$ cat src/rtl/mips_pkg.sv
// Shared MIPS datapath definitions: register index/word widths, named
// architectural register indices and the matching typedefs.
package mips_pkg;

    localparam int REG_ADDR_W = 5;
    localparam int WORD_W     = 32;

    typedef logic [REG_ADDR_W-1:0] reg_idx_t;
    typedef logic [WORD_W-1:0]     word_t;

    localparam reg_idx_t REG_ZERO = 5'd0;
    localparam reg_idx_t REG_SP   = 5'd29;
    localparam reg_idx_t REG_RA   = 5'd31;

endpackage

$ cat src/rtl/regfile_read_port.sv
// One combinational read port of the register file: index decode, $zero forcing
// and, when REGFILE_BYPASS_EN is defined, same-cycle write-to-read forwarding.
module regfile_read_port
    import mips_pkg::*;
#(
    parameter int DATA_WIDTH = WORD_W,
    parameter int ADDR_WIDTH = REG_ADDR_W
) (
    input  logic                                     rst_n,
    input  logic [ADDR_WIDTH-1:0]                    read_reg,
    input  logic [(2**ADDR_WIDTH)-1:0][DATA_WIDTH-1:0] regs,
`ifdef REGFILE_BYPASS_EN
    input  logic                                     reg_write,
    input  logic [ADDR_WIDTH-1:0]                    write_reg,
    input  logic [DATA_WIDTH-1:0]                    write_data,
`endif
    output logic [DATA_WIDTH-1:0]                    read_data
);

    logic                  zero_hit_s;
    logic                  bypass_hit_s;
    logic [DATA_WIDTH-1:0] bypass_data_s;

    assign zero_hit_s = (read_reg == ADDR_WIDTH'(REG_ZERO));

`ifdef REGFILE_BYPASS_EN
    // Forward the in-flight write; a $zero target never forwards.
    assign bypass_hit_s  = reg_write && (write_reg == read_reg) && !zero_hit_s;
    assign bypass_data_s = write_data;
`else
    assign bypass_hit_s  = 1'b0;
    assign bypass_data_s = '0;
`endif

    // Output select: reset and $zero dominate, then forwarding, then storage.
    always_comb begin
        read_data = '0;
        if (!rst_n) begin
            read_data = '0;
        end else if (zero_hit_s) begin
            read_data = '0;
        end else if (bypass_hit_s) begin
            read_data = bypass_data_s;
        end else begin
            read_data = regs[read_reg];
        end
    end

endmodule

$ cat src/rtl/reg_file.sv
// MIPS architectural register file: 2**ADDR_WIDTH words, two combinational
// read ports, one clocked write port. Optional feature macro: REGFILE_BYPASS_EN.
module reg_file
    import mips_pkg::*;
#(
    parameter int DATA_WIDTH = WORD_W,
    parameter int ADDR_WIDTH = REG_ADDR_W
) (
    input  logic                  clk,
    input  logic                  rst_n,
    input  logic                  reg_write,
    input  logic [ADDR_WIDTH-1:0] write_reg,
    input  logic [DATA_WIDTH-1:0] write_data,
    input  logic [ADDR_WIDTH-1:0] read_reg1,
    input  logic [ADDR_WIDTH-1:0] read_reg2,
    output logic [DATA_WIDTH-1:0] read_data1,
    output logic [DATA_WIDTH-1:0] read_data2
);

    localparam int DEPTH = 2**ADDR_WIDTH;

    // Index 0 has no storage at all, so a write there cannot land anywhere.
    logic [DATA_WIDTH-1:0]            regs_r [1:DEPTH-1];
    logic [DEPTH-1:0][DATA_WIDTH-1:0] regs_flat_s;

    // Storage update: async clear, otherwise enabled write to a nonzero index.
    always_ff @(posedge clk or negedge rst_n) begin
        if (!rst_n) begin
            for (int i = 1; i < DEPTH; i++) begin
                regs_r[i] <= '0;
            end
        end else begin
            for (int i = 1; i < DEPTH; i++) begin
                if (reg_write && (write_reg == ADDR_WIDTH'(i))) begin
                    regs_r[i] <= write_data;
                end else begin
                    regs_r[i] <= regs_r[i];
                end
            end
        end
    end

    // Flatten storage for the read ports, with a constant zero in slot 0.
    always_comb begin
        regs_flat_s[0] = '0;
        for (int i = 1; i < DEPTH; i++) begin
            regs_flat_s[i] = regs_r[i];
        end
    end

    regfile_read_port #(
        .DATA_WIDTH (DATA_WIDTH),
        .ADDR_WIDTH (ADDR_WIDTH)
    ) u_port1 (
        .rst_n      (rst_n),
        .read_reg   (read_reg1),
        .regs       (regs_flat_s),
`ifdef REGFILE_BYPASS_EN
        .reg_write  (reg_write),
        .write_reg  (write_reg),
        .write_data (write_data),
`endif
        .read_data  (read_data1)
    );

    regfile_read_port #(
        .DATA_WIDTH (DATA_WIDTH),
        .ADDR_WIDTH (ADDR_WIDTH)
    ) u_port2 (
        .rst_n      (rst_n),
        .read_reg   (read_reg2),
        .regs       (regs_flat_s),
`ifdef REGFILE_BYPASS_EN
        .reg_write  (reg_write),
        .write_reg  (write_reg),
        .write_data (write_data),
`endif
        .read_data  (read_data2)
    );

endmodule
$ cat config.mk
export PLATFORM = sky130hd
export DESIGN_NAME = reg_file
export DESIGN_NICKNAME = d
export VERILOG_FILES = /design/src/rtl/mips_pkg.sv /design/src/rtl/regfile_read_port.sv /design/src/rtl/reg_file.sv
export SDC_FILE = /design/constraint.sdc
export NUM_CORES = 2
export LEC_CHECK = 0
export ABC_CLOCK_PERIOD_IN_PS = 8780
export CELL_PAD_IN_SITES_DETAIL_PLACEMENT = 0
export CELL_PAD_IN_SITES_GLOBAL_PLACEMENT = 1
export CORE_MARGIN = 1.5
export CORE_UTILIZATION = 50
export CTS_BUF_LIST = sky130_fd_sc_hd__clkbuf_16
export CTS_CLUSTER_SIZE = 20
export DETAILED_ROUTE_END_ITERATION = 16
export GPL_TIMING_DRIVEN = 0
export MAX_ROUTING_LAYER = met4
export PLACE_DENSITY = 0.82
export SETUP_SLACK_MARGIN = 0.1
export SLEW_MARGIN = 10
export SYNTH_ARGS = -nofsm -noshare
export SYNTH_HDL_FRONTEND = slang
export SYNTH_SLANG_ARGS = --single-unit
$ cat constraint.sdc
create_clock -name clk -period 8.78 [get_ports clk]
set_clock_uncertainty 0.15 [all_clocks]
set_input_delay 1.756 -clock clk [delete_from_list [all_inputs] [get_ports clk]]
set_output_delay 1.756 -clock clk [all_outputs]
set_load 0.01 [all_outputs]
[Yosys cells after proc, flatten, opt, wreduce, memory -nomap -nowiden]
Index checks and enable logic that the tools add are counted.
Operators by class
  add/subtract/negate cells: 0
  multipliers: 0
  divide/modulo/power cells: 0
  order comparisons: 2
  eq/ne operators: 31
  shifts and indexed selects: 0
  muxes and demuxes: 8
  bitwise operators: 0
  reductions and logical operators: 33
Operators by type and width (number)
  binary-select mux 32 bit (select 5 bit): 2
  two-way mux 32 bit: 6
  equality test 5 bit (second input constant): 16
  equality test 5 x 4 -> 1 bit (second input constant): 8
  logical AND 1 bit: 31
  equality test 5 x 3 -> 1 bit (second input constant): 4
  < comparator 5 x 6 -> 1 bit (second input constant): 2
  equality test 5 x 2 -> 1 bit (second input constant): 2
  logical NOT 5 bit: 2
  equality test 5 x 1 -> 1 bit (second input constant): 1
Storage, ports and cells
  register bits after elaboration: 992
  latch bits: 0
  bits in writable memories: 0
  memory bits (read-only): 0
  input bits: 50
  output and inout port bits: 64
  word-level logic and storage cells: 105
  memories kept: 0

[Logic depth before layout (Yosys ltp)]
  word-level depth: 4
  gate-level depth with buffers: 10
  depth with buffers taken out: 5

[Hierarchy]
A second synthesis with hierarchy kept.
Second synthesis, totals
  cell total of the unflattened synthesis: 3766
  area, all modules: 53329.9 um^2
Modules (own cells, without submodules)
  reg_file: instances 1, cells each 2224, area an instance 37094.3 um^2, seq. area each 24823.8 um^2
  regfile_read_port: instances 2, cells each 771, area an instance 8117.8 um^2, seq. area each 0.0 um^2

[Least setup slack after synthesis]
OpenSTA, ideal clock, no wires.
  path type: in2out
  from: input port read_reg1[0]
  to: output port read_data1[27]
  arrival time: 3390 ps
  required time: 6874 ps
  path slack: 3484 ps
  cell stages on the path: 8
  path buffers: 4
  cells stage by stage: buf_6 buf_6 buf_4 buf_2 mux4_2 a22oi_1 nand3_1 o211a_1
On the way
  longest elaborated chain between the ends: 4
  elaborated cells between the ends (all ways): 5
  classes of those cells: 4 x mux; 1 x reduce/logical
Ends and longest elaborated chain
  from (decl): line reg_file.sv:14  | input logic [ADDR_WIDTH-1:0] read_reg1,
  binary-select mux 32 bit (select 5 bit): line regfile_read_port.sv:45  | read_data = regs[read_reg];
  two-way mux 32 bit (not written as such): line regfile_read_port.sv:45
  two-way mux 32 bit *: line regfile_read_port.sv:40  | end else if (zero_hit_s) begin
  two-way mux 32 bit *: line regfile_read_port.sv:38  | if (!rst_n) begin
  to (decl): line reg_file.sv:16  | output logic [DATA_WIDTH-1:0] read_data1,
Mark *: on every way between the ends. The rest lies on a longest branch, timed or not. The select of a mux whose other input is x is not followed.

[Final worst setup path]
  from: input port rst_n
  to: output port read_data1[1]
On the way
  longest elaborated chain between the ends: 1
Ends and longest elaborated chain
  from (decl): line reg_file.sv:10  | input logic rst_n,
  two-way mux 32 bit: line regfile_read_port.sv:38
No other way between the ends.

==> impl_metrics.ini <==
[power]
p_int_mw = 9.668
combPwrFrac_pct = 22.3
swShare_pct = 29.39
p_leak_nw = 25.66
powerDensity_nw_per_um2 = 229.3
clock_power_share_pct = 32.7
switchingPower_mw = 4.024
peakVddDrop_uv = 189.6
p_seq_share_pct = 44.9

[synthesis]
ys_seq_area_share_pct = 46.61
syn_nets = 3596
synth_edf_count = 0
ys_ff_latch = 992
synth_ff_type = dfrtp_1
async_reset_ff_share_pct = 100.0
synth_area_leader_cell = dfrtp_1
ys_types = 46
syn_inst = 3546
avgSynthCellArea_um2 = 15.02
ys_top_cells_by_area = dfrtp_1, mux4_2, mux2_2
yosys_warnings = 0
syn_area_um2 = 53250
yosysTopAreaCellShare_pct = 46.61

[detailed_routing]
route.detailed.drc = 0
finalWirelength_um = 206800
via_count = 37670
route.detailed.wl_per_inst_um = 39.35
viasPerCell = 7.168
dr.pass1.iters = 8
ant_nets = 0
drt_iter0_drc = 5451

[global_routing]
grt_pass1_wl_um = 287400
grt_max_degree = 162
overflow = 0
grt_pass1_vias = 37280
antenna_found_initial = 7
grt_usage_pct = 39.62

[timing]
whs_ns = 0.3570
setup_viol = 0
setup_slack_ns = 0.4125
finalCriticalPeriod_ns = 8.368
hold_viol = 0
min_period_over_period_pct = 95.30
slew_violations = 0
rsz0062_at_grt = no
worstMarginPinSlew_ns = 1.469
timing.fmax_ghz = 0.1195
relSlewSlack_pct = 2.040

[floorplanning]
die_h_um = 329.4
die-area_um2 = 108500
die_w_um = 329.4
core_um2 = 105400
std_cell_rows = 119
ios = 114
initial_core_util_pct = 50.52

[clock_tree]
cts.htree.levels = 3
clock_sinks = 992
tritoncts = built
cts_made_buffers = 108
path_clk_slew_ns = 0.06
worstSkewPairLatency_ns = 0.71
post-cts-setup-buffer-count = 0
holdBufCountCts = 0
clockBufferDepth = 3
root_buffer = clkbuf_16

[placement]
dp_slack_ns = -0.004206
io_buffers = 106
hpwl_um = 144600
dp_cells = 5051
gp_congestion = 1.003

[min_path]
hold_class = reg -> reg
min_delay_path_depth = 1
hp-start = regs_flat_s[917]
min_to = regs_flat_s[917]

[cells_and_area]
fillCellCount = 8511
largest_reg_flops = 992
final_cell_mix = dfrtp_1, mux2_2, mux4_2, mux2_1, clkbuf_1
layout_commonest_cell = dfrtp_1
final_layout_size_suffix_gt1_share_pct = 40.69
syn2layout_area_growth_pct = 12.10
regArea_um2 = 24820
instances_no_fill = 5255
finish.net_count = 3821
multiInputGateArea_um2 = 26670

[worst_setup_path]
reg2reg_depth = 1
worstPathMaxFanout = 129
reg2reg_to = regs_flat_s[98]
startpoint_type = primary input
reg2reg_from = regs_flat_s[98]
arrival_ns = 6.46
path_class = in -> out
critical-path-top-delay-family = buffers and inverters
cp.buffers_inverters = 7
path_cells = buf_16, buf_16, buf_16, clkbuf_1, inv_1, a31oi_1, clkbuf_1, o21ai_0, a211oi_1, clkdlybuf4s50_1
end_kind = output port
slowest_delay_ns = 0.78
worstPathRequired_ns = 6.87
crit_top_cell = buf_16
crit_slowest_cell = clkbuf_1
reg2reg_slack_ns = 7.79

[status]
status = complete, no violations

[run]
drv_cap = 0
## logic make-up after synthesis
| logic type | share of synthesized area [%] |
|---|---|
| compound gates | 3.170 |
| flops | 46.61 |
| buf+inv | 3.325 |
| mux | 44.52 |
| simple gates | 2.371 |
## layout make-up
cell class / count / share of cell area (%)
multi-input combinational: 2159 / 44.68
sequential: 992 / 41.58
clock buffer: 109 / 4.569
buffer: 388 / 2.978
tap: 1391 / 2.915
timing repair buffer: 115 / 2.180
clock inverter: 86 / 1.023
inverter: 7 / 0.04401
antenna: 8 / 0.03353
## power by group through the flow
stage	clock network, mW	registers, mW	logic [mW]
floorplan	0	5.94	2.13
global placement	0	6.15	2.91
detailed placement	0	6.18	2.99
CTS	4.46	6.10	3.00
global route	4.65	6.24	3.19
finish	4.48	6.15	3.06
## worst max path at each step
stage / start / cells after the start / endpoint / slack, ns
2_1_floorplan: read_reg1[0] / 8 / read_data1[27] / 3.48
3_5_place_dp: rst_n / 9 / read_data2[17] / -0.004
4_1_cts: rst_n / 9 / read_data2[31] / 0.11
5_1_grt: rst_n / 10 / read_data1[3] / 0.19
6_report: rst_n / 10 / read_data1[1] / 0.41
3_3_place_gp: rst_n / 1 / regs_flat_s[843] / -40.03
## metrics by stage
stage | utilization (%) | area (um^2) | setup TNS [ns] | power (mW)
6_report | 56.63 | 59700 | 0 | 13.69
5_1_grt | 56.63 | 59690 | 0 | 14.08
4_1_cts | 56.58 | 59650 | 0 | 13.57
3_5_place_dp | 53.41 | 56300 | -0.004206 | 9.164
3_3_place_gp | 53.18 | 56060 | - | 9.061
2_1_floorplan | - | 53250 | 0 | 8.068
## what timing repair did
action | 4_1_cts | 5_1_grt
gates resized for setup | 3 | 3
setup endpoints to repair | 10 | 14
gates cloned | 0 | 1
pin swaps | 0 | 0
## cells in the mapped netlist (29+ instances only)
cell      count
a221oi_1     53
buf_1        55
buf_2        98
clkbuf_1    201
dfrtp_1     992
mux2_1      311
mux2_2      784
mux2i_1      77
mux4_2      471
nand2_1      53
nand3_1      31
nor2_1      108
nor3_1       52
o22ai_1      29
## per-layer routing
metal	routed length [um]	global-route usage, %
met5	0	-
met4	14940	23.76
met3	26060	13.81
met2	88360	54.34
met1	77420	50.55
Note: power is estimated with default switching activity, not from simulation.
